**config.mk**
```make
export PLATFORM = sky130hd
export DESIGN_NAME = cla_sum_pipe_flat
export DESIGN_NICKNAME = d
export VERILOG_FILES = /design/src/rtl/cla_sum_pipe_if.sv /design/src/rtl/cla_sum_pipe.sv /design/src/flat_wrapper.sv
export SDC_FILE = /design/constraint.sdc
export NUM_CORES = 1
export LEC_CHECK = 0
export ABC_AREA = 0
export ABC_CLOCK_PERIOD_IN_PS = 2780
export CAP_MARGIN = 20
export CORE_MARGIN = 2
export CORE_UTILIZATION = 30
export CTS_BUF_LIST = sky130_fd_sc_hd__clkbuf_16
export CTS_CLUSTER_SIZE = 8
export DETAILED_ROUTE_END_ITERATION = 10
export SYNTH_ARGS = -nofsm -noshare
export SYNTH_HDL_FRONTEND = slang
export SYNTH_SLANG_ARGS = --single-unit
```
**constraint.sdc**
```tcl
create_clock -name clk -period 2.78 [get_ports clk]
set_input_delay 0.417 -clock clk [delete_from_list [all_inputs] [get_ports clk]]
set_output_delay 0.417 -clock clk [all_outputs]
set_load 0.01 [all_outputs]
```
**src/rtl/cla_sum_pipe_if.sv**
```systemverilog
// cla_sum_pipe_if: handshake and data bundle for the pipelined CLA adder.
//   in_valid/in_ready   : operand handshake (producer -> adder)
//   a, b, cin           : operands and carry-in
//   out_valid/out_ready : result handshake (adder -> consumer)
//   sum, cout           : low WIDTH bits of a+b+cin and carry out
//   ovf                 : signed overflow, only when CLA_SUM_OVF_EN is defined
// Modports: master = operand producer / result consumer, slave = adder.
interface cla_sum_pipe_if #(
    parameter int unsigned WIDTH = 16
);
    logic             in_valid;
    logic             in_ready;
    logic [WIDTH-1:0] a;
    logic [WIDTH-1:0] b;
    logic             cin;
    logic             out_valid;
    logic             out_ready;
    logic [WIDTH-1:0] sum;
    logic             cout;
`ifdef CLA_SUM_OVF_EN
    logic             ovf;

    modport master (
        output in_valid, a, b, cin, out_ready,
        input  in_ready, out_valid, sum, cout, ovf
    );
    modport slave (
        input  in_valid, a, b, cin, out_ready,
        output in_ready, out_valid, sum, cout, ovf
    );
`else
    modport master (
        output in_valid, a, b, cin, out_ready,
        input  in_ready, out_valid, sum, cout
    );
    modport slave (
        input  in_valid, a, b, cin, out_ready,
        output in_ready, out_valid, sum, cout
    );
`endif
endinterface

```
**src/rtl/cla_sum_pipe.sv**
```systemverilog
// cla_sum_pipe: two-stage pipelined carry-lookahead adder with valid/ready
// handshakes. Stage 1 registers bit and block propagate/generate terms,
// stage 2 resolves block carries by flattened lookahead and forms sum/cout.
// Ports:
//   clk    : clock, rising edge
//   rst_n  : asynchronous active-low reset
//   bus    : cla_sum_pipe_if.slave (operands, result, both handshakes)
// Optional feature macro: CLA_SUM_OVF_EN adds the signed overflow output.
// in_ready is combinational from out_ready; all other outputs are registered.
module cla_sum_pipe #(
    parameter int unsigned WIDTH = 16,
    parameter int unsigned BLK   = 4
) (
    input  logic          clk,
    input  logic          rst_n,
    cla_sum_pipe_if.slave bus
);
    localparam int unsigned NBLK = WIDTH / BLK;

    if ((WIDTH % BLK) != 0 || WIDTH < 8 || WIDTH > 64) begin : g_param_check
        $error("cla_sum_pipe: WIDTH must be 8..64 and a multiple of BLK");
    end

    logic             w_s1_en;
    logic             w_s2_en;
    logic [WIDTH-1:0] w_p;
    logic [WIDTH-1:0] w_g;
    logic [NBLK-1:0]  w_bp;
    logic [NBLK-1:0]  w_bg;
    logic [NBLK:0]    w_bc;
    logic [WIDTH-1:0] w_carry;
    logic [WIDTH-1:0] w_sum;

    logic             r_s1_valid;
    logic [WIDTH-1:0] r_p;
    logic [WIDTH-1:0] r_g;
    logic [NBLK-1:0]  r_bp;
    logic [NBLK-1:0]  r_bg;
    logic             r_cin;
    logic             r_out_valid;
    logic [WIDTH-1:0] r_sum;
    logic             r_cout;
`ifdef CLA_SUM_OVF_EN
    logic             r_a_msb;
    logic             r_b_msb;
    logic             r_ovf;
    logic             w_ovf;
`endif

    // Pipeline advance enables; a stage moves when the stage after it can take data.
    always_comb begin
        w_s2_en = !r_out_valid || bus.out_ready;
        w_s1_en = !r_s1_valid || w_s2_en;
    end

    // Stage 1: bit p/g and per-block group P/G (G built from the block bottom up).
    always_comb begin
        logic v_g;
        logic v_p;
        w_p  = bus.a ^ bus.b;
        w_g  = bus.a & bus.b;
        w_bp = '0;
        w_bg = '0;
        for (int k = 0; k < int'(NBLK); k++) begin
            v_g = 1'b0;
            v_p = 1'b1;
            for (int j = 0; j < int'(BLK); j++) begin
                v_g = w_g[k*int'(BLK)+j] | (w_p[k*int'(BLK)+j] & v_g);
                v_p = v_p & w_p[k*int'(BLK)+j];
            end
            w_bp[k] = v_p;
            w_bg[k] = v_g;
        end
    end

    // Stage 2: each block carry is a flat OR of G_j/cin terms gated by the P's above them.
    always_comb begin
        logic v_c;
        logic v_term;
        w_bc    = '0;
        w_bc[0] = r_cin;
        for (int k = 0; k < int'(NBLK); k++) begin
            v_c = r_cin;
            for (int m = 0; m <= k; m++) begin
                v_c = v_c & r_bp[m];
            end
            for (int j = 0; j <= k; j++) begin
                v_term = r_bg[j];
                for (int m = j + 1; m <= k; m++) begin
                    v_term = v_term & r_bp[m];
                end
                v_c = v_c | v_term;
            end
            w_bc[k+1] = v_c;
        end
        // Bit carries ripple only within a block, seeded by its lookahead carry.
        w_carry = '0;
        for (int k = 0; k < int'(NBLK); k++) begin
            v_c = w_bc[k];
            for (int j = 0; j < int'(BLK); j++) begin
                w_carry[k*int'(BLK)+j] = v_c;
                v_c = r_g[k*int'(BLK)+j] | (r_p[k*int'(BLK)+j] & v_c);
            end
        end
        w_sum = r_p ^ w_carry;
    end

`ifdef CLA_SUM_OVF_EN
    // Like-signed operands producing a differently signed result.
    assign w_ovf = (r_a_msb == r_b_msb) && (w_sum[WIDTH-1] != r_a_msb);
`endif

    // Pipeline registers; data moves only with valid data so bubbles never overwrite results.
    always_ff @(posedge clk or negedge rst_n) begin
        if (!rst_n) begin
            r_s1_valid  <= 1'b0;
            r_p         <= '0;
            r_g         <= '0;
            r_bp        <= '0;
            r_bg        <= '0;
            r_cin       <= 1'b0;
            r_out_valid <= 1'b0;
            r_sum       <= '0;
            r_cout      <= 1'b0;
`ifdef CLA_SUM_OVF_EN
            r_a_msb     <= 1'b0;
            r_b_msb     <= 1'b0;
            r_ovf       <= 1'b0;
`endif
        end else begin
            if (w_s1_en) begin
                r_s1_valid <= bus.in_valid;
            end
            if (w_s1_en && bus.in_valid) begin
                r_p   <= w_p;
                r_g   <= w_g;
                r_bp  <= w_bp;
                r_bg  <= w_bg;
                r_cin <= bus.cin;
`ifdef CLA_SUM_OVF_EN
                r_a_msb <= bus.a[WIDTH-1];
                r_b_msb <= bus.b[WIDTH-1];
`endif
            end
            if (w_s2_en) begin
                r_out_valid <= r_s1_valid;
            end
            if (w_s2_en && r_s1_valid) begin
                r_sum  <= w_sum;
                r_cout <= w_bc[NBLK];
`ifdef CLA_SUM_OVF_EN
                r_ovf  <= w_ovf;
`endif
            end
        end
    end

    assign bus.in_ready  = w_s1_en;
    assign bus.out_valid = r_out_valid;
    assign bus.sum       = r_sum;
    assign bus.cout      = r_cout;
`ifdef CLA_SUM_OVF_EN
    assign bus.ovf       = r_ovf;
`endif

endmodule

```
**src/flat_wrapper.sv**
```systemverilog
// flat-port wrapper written by rule: the top's interface ports become plain ports
module cla_sum_pipe_flat 
#(
    parameter int unsigned WIDTH = 16,
    parameter int unsigned BLK   = 4
)
  (clk, rst_n, bus_in_valid, bus_a, bus_b, bus_cin, bus_out_ready, bus_in_ready, bus_out_valid, bus_sum, bus_cout);
  cla_sum_pipe_if #(.WIDTH(WIDTH)) bus_i ();
  input  logic clk;
  input  logic rst_n;
  input wire logic [$bits(bus_i.in_valid)-1:0] bus_in_valid;
  input wire logic [$bits(bus_i.a)-1:0] bus_a;
  input wire logic [$bits(bus_i.b)-1:0] bus_b;
  input wire logic [$bits(bus_i.cin)-1:0] bus_cin;
  input wire logic [$bits(bus_i.out_ready)-1:0] bus_out_ready;
  output wire logic [$bits(bus_i.in_ready)-1:0] bus_in_ready;
  output wire logic [$bits(bus_i.out_valid)-1:0] bus_out_valid;
  output wire logic [$bits(bus_i.sum)-1:0] bus_sum;
  output wire logic [$bits(bus_i.cout)-1:0] bus_cout;
  assign bus_i.in_valid = bus_in_valid;
  assign bus_i.a = bus_a;
  assign bus_i.b = bus_b;
  assign bus_i.cin = bus_cin;
  assign bus_i.out_ready = bus_out_ready;
  assign bus_in_ready = bus_i.in_ready;
  assign bus_out_valid = bus_i.out_valid;
  assign bus_sum = bus_i.sum;
  assign bus_cout = bus_i.cout;
  cla_sum_pipe #(.WIDTH(WIDTH), .BLK(BLK)) u_core (.clk(clk), .rst_n(rst_n), .bus(bus_i));
endmodule
```
==> results.json <==
{
  "rsz0062_at_grt": "no",
  "wirelength_mm": 5.10,
  "ff2ff_setup_slack_ns": 0.25,
  "tightest_slew_ns": 0.450,
  "hold_viol_final": 0,
  "cp-end-kind": "flop",
  "nFillCells": 856,
  "reg2reg_from": "u_core.r_cin$_DFFE_PN0P_",
  "ios": 56,
  "leakage_nw": 1.57,
  "routed_via_density": 4.57,
  "min_period_ns": 2.53,
  "holdCritPathClass": "input port to async pin",
  "die_h_um": 100,
  "syn-num-nets": 259,
  "synth_cell_types": 26,
  "finalNetCount": 319,
  "synth-seq-cells": 56,
  "grt_usage": 0.108,
  "drc": 0,
  "status": "complete, no violations",
  "n_antenna_cell": 0,
  "die_w_um": 100,
  "die-area_mm2": 0.00999,
  "core_area_mm2": 0.00906,
  "drt-pass1-iter-count": 4,
  "synth_simple_gate_area_share": 0.0648,
  "ys_seq_area_frac": 0.507,
  "hold_buffers": 0,
  "syn2layout_area_growth_pct": 28.4,
  "antenna_found_initial": 0,
  "drive_above_1_share": 0.271,
  "synthCells": 194,
  "vias": 1671,
  "place_area_mm2": 0.00340,
  "slew_headroom": 0.699,
  "h-tree-depth": 2,
  "final_cells": 366,
  "first_global_vias": 1777,
  "grt_max_degree": 38,
  "cts_root_buf": "clkbuf_16",
  "drt_iter0_markers": 33,
  "final_area_mm2": 0.00355,
  "cts_buffers": 5,
  "max_freq_ghz": 0.395,
  "synth-warning-count": 0,
  "dp_hpwl_mm": 3.89,
  "cts_sinks": 56,
  "netSwitchingFraction": 0.268,
  "arrival_ns": 2.70,
  "power_per_cell_area_mw_per_mm2": 723,
  "p_sw_mw": 0.688,
  "finalClockSkew_ns": 0.00563,
  "io_buffers": 55,
  "drv_cap": 0,
  "synth_compound_gate_area_share": 0.0466,
  "synth_largest_area_cell": "dfrtp_1",
  "clk_pin_slew_ns": 0.07,
  "p_int_mw": 1.88,
  "ir_drop_v": 0.000280,
  "cp_data_required_time_ns": 2.95,
  "synth_top_family_by_area": "multiplexers",
  "cp_max_fo": 4,
  "placed_cells": 358,
  "whs_ns": 0.0678,
  "synth.area.mux_share": 0.214,
  "antenna_left": 0,
  "p_clk_frac": 0.232,
  "netlist_area_mm2": 0.00276,
  "finalCritPeriodShare": 0.910,
  "grt_pass1_wl_mm": 8.60,
  "synthXorXnorAreaFrac": 0.0127,
  "finalSetupViolCount": 0,
  "synth_top_area_frac": 0.507,
  "routabilityCongestion": 0.735,
  "clock_latency_ns": 0.29,
  "avgRoutedWirePerCell_um": 13.9,
  "worst-r2r-cell-count": 10,
  "synth_area_leaders": "dfrtp_1 51%, mux2_2 19%, ha_1 13%, or2_2 1.8%, mux2i_1 1.4%",
  "finalSetupTns_ns": 0,
  "seq_power_share": 0.446,
  "combinationalPowerShare": 0.322,
  "critical_path_class": "flop to flop",
  "rows": 35,
  "start_kind": "flop",
  "r2r-end": "u_core.bus.sum[15]$_DFFE_PN0P_",
  "start_util": 0.305,
  "clk_path_buf_depth": 2,
  "avgSynthCellArea_um2": 14.2,
  "cts_tree": "built",
  "grt_overflow": 0,
  "slew_violations": 0,
  "synth_fa_ha_area_frac": 0.127
}
## cell usage in the layout (no fill, tap or decap)
cell type	n
a211oi_1	4
a211oi_2	1
a21o_1	2
a21oi_1	1
and3b_1	1
buf_2	1
buf_4	2
clkbuf_16	5
clkdlybuf4s50_1	54
clkinv_1	1
clkinvlp_4	1
dfrtp_1	56
ha_1	28
inv_1	5
mux2_1	2
mux2_2	47
mux2i_1	4
nand2_2	1
nand2_8	1
nand2b_1	2
nand2b_2	1
nand3_1	1
nand3b_4	1
nand4_1	4
nor2_1	6
o2111ai_1	1
o21ai_0	5
o21bai_1	5
or2_2	8
xnor2_1	4
## cells by family after synthesis
logic type	Yosys count
buffers and inverters	8
XOR/XNOR	4
AO/OA/AOI/OAI	19
flip-flops	56
AND/OR/NAND/NOR	26
multiplexers	53
adder cells (fa/ha/maj)	28
## final cells by class
cell class / count / area, µm² / share of cell area
clock buffer: 5 / 125 / 0.0353
clock inverter: 3 / 15.0 / 0.00423
inverter: 4 / 15.0 / 0.00423
multi-input combinational: 130 / 1290 / 0.364
sequential: 56 / 1400 / 0.395
tap: 111 / 139 / 0.0392
timing repair buffer: 57 / 561 / 0.158
## state kept, by name, indices dropped and copies added, names as in the netlist
| signal | count |
|---|---|
| u_core.r_g | 12 |
| u_core.bus.out_valid | 1 |
| u_core.r_p | 16 |
| u_core.r_s1_valid | 1 |
| u_core.r_bp | 4 |
| u_core.bus.sum | 16 |
| u_core.bus.cout | 1 |
| u_core.r_bg | 4 |
| u_core.r_cin | 1 |
## metrics by stage
| step | power (mW) | util | setup WS (ns) |
|---|---|---|---|
| floorplan | 1.58 | - | 0.341 |
| global placement | 1.99 | 0.375 | 0.209 |
| detailed placement | 2.00 | 0.375 | 0.170 |
| CTS | 2.62 | 0.391 | 0.137 |
| global route | 2.74 | 0.391 | 0.0646 |
| finish | 2.56 | 0.391 | 0.250 |
## worst max-delay path, stage by stage (launching register included)
cell and delay [ns]:
dfrtp_1 0.42, a211oi_2 0.27, o21bai_1 0.13, ha_1 0.20, or2_2 0.29, ha_1 0.19
or2_2 0.29, ha_1 0.20, nor2_1 0.12, xnor2_1 0.07, mux2_2 0.25
## repair_timing
| action | in CTS | in global routing |
|---|---|---|
| setup buffers | 0 | 0 |
| gates resized for setup | 0 | 1 |
| setup endpoints to repair | 0 | 1 |
## cells in the mapped netlist (all sizes together)
| library cell | n |
|---|---|
| nor2 | 6 |
| buf | 4 |
| o21ai | 5 |
| nand3 | 1 |
| nand2 | 2 |
| nand3b | 1 |
| dfrtp | 56 |
| mux2 | 49 |
| nand4 | 4 |
| inv | 4 |
| nand2b | 3 |
| ha | 28 |
| or2 | 8 |
| o2111ai | 1 |
| a21o | 2 |
| a211oi | 5 |
| o21bai | 5 |
| mux2i | 4 |
| and3b | 1 |
| a21oi | 1 |
| xnor2 | 4 |
## layer usage
layer | vias to the layer above | global-route usage | part of all wire
met3 | 6 | 0.0306 | 0.053
met2 | 37 | 0.172 | 0.46
met1 | 807 | 0.147 | 0.47
met4 | 0 | 0.0285 | 0.0098
met5 | - | 0 | 0
li1 | 821 | - | -
## how the worst max path moves through the flow
| stage | start | end | cells past startpoint |
|---|---|---|---|
| floorplan | u_core.r_cin$_DFFE_PN0P_ | u_core.bus.sum[15]$_DFFE_PN0P_ | 10 |
| global placement | u_core.r_cin$_DFFE_PN0P_ | u_core.bus.sum[15]$_DFFE_PN0P_ | 10 |
| detailed placement | u_core.r_cin$_DFFE_PN0P_ | u_core.bus.sum[15]$_DFFE_PN0P_ | 10 |
| CTS | u_core.r_cin$_DFFE_PN0P_ | u_core.bus.sum[15]$_DFFE_PN0P_ | 10 |
| global route | u_core.r_cin$_DFFE_PN0P_ | u_core.bus.sum[15]$_DFFE_PN0P_ | 10 |
| finish | u_core.r_cin$_DFFE_PN0P_ | u_core.bus.sum[15]$_DFFE_PN0P_ | 10 |
## power groups by stage
stage / clock network [mW] / registers, mW / logic [mW]
2_1_floorplan: 0 / 1.20 / 0.387
3_3_place_gp: 0 / 1.16 / 0.837
4_1_cts: 0.623 / 1.15 / 0.848
5_1_grt: 0.651 / 1.17 / 0.915
6_report: 0.595 / 1.14 / 0.826
3_5_place_dp: 0 / 1.16 / 0.843
Note: power is estimated with default switching activity, not from simulation.
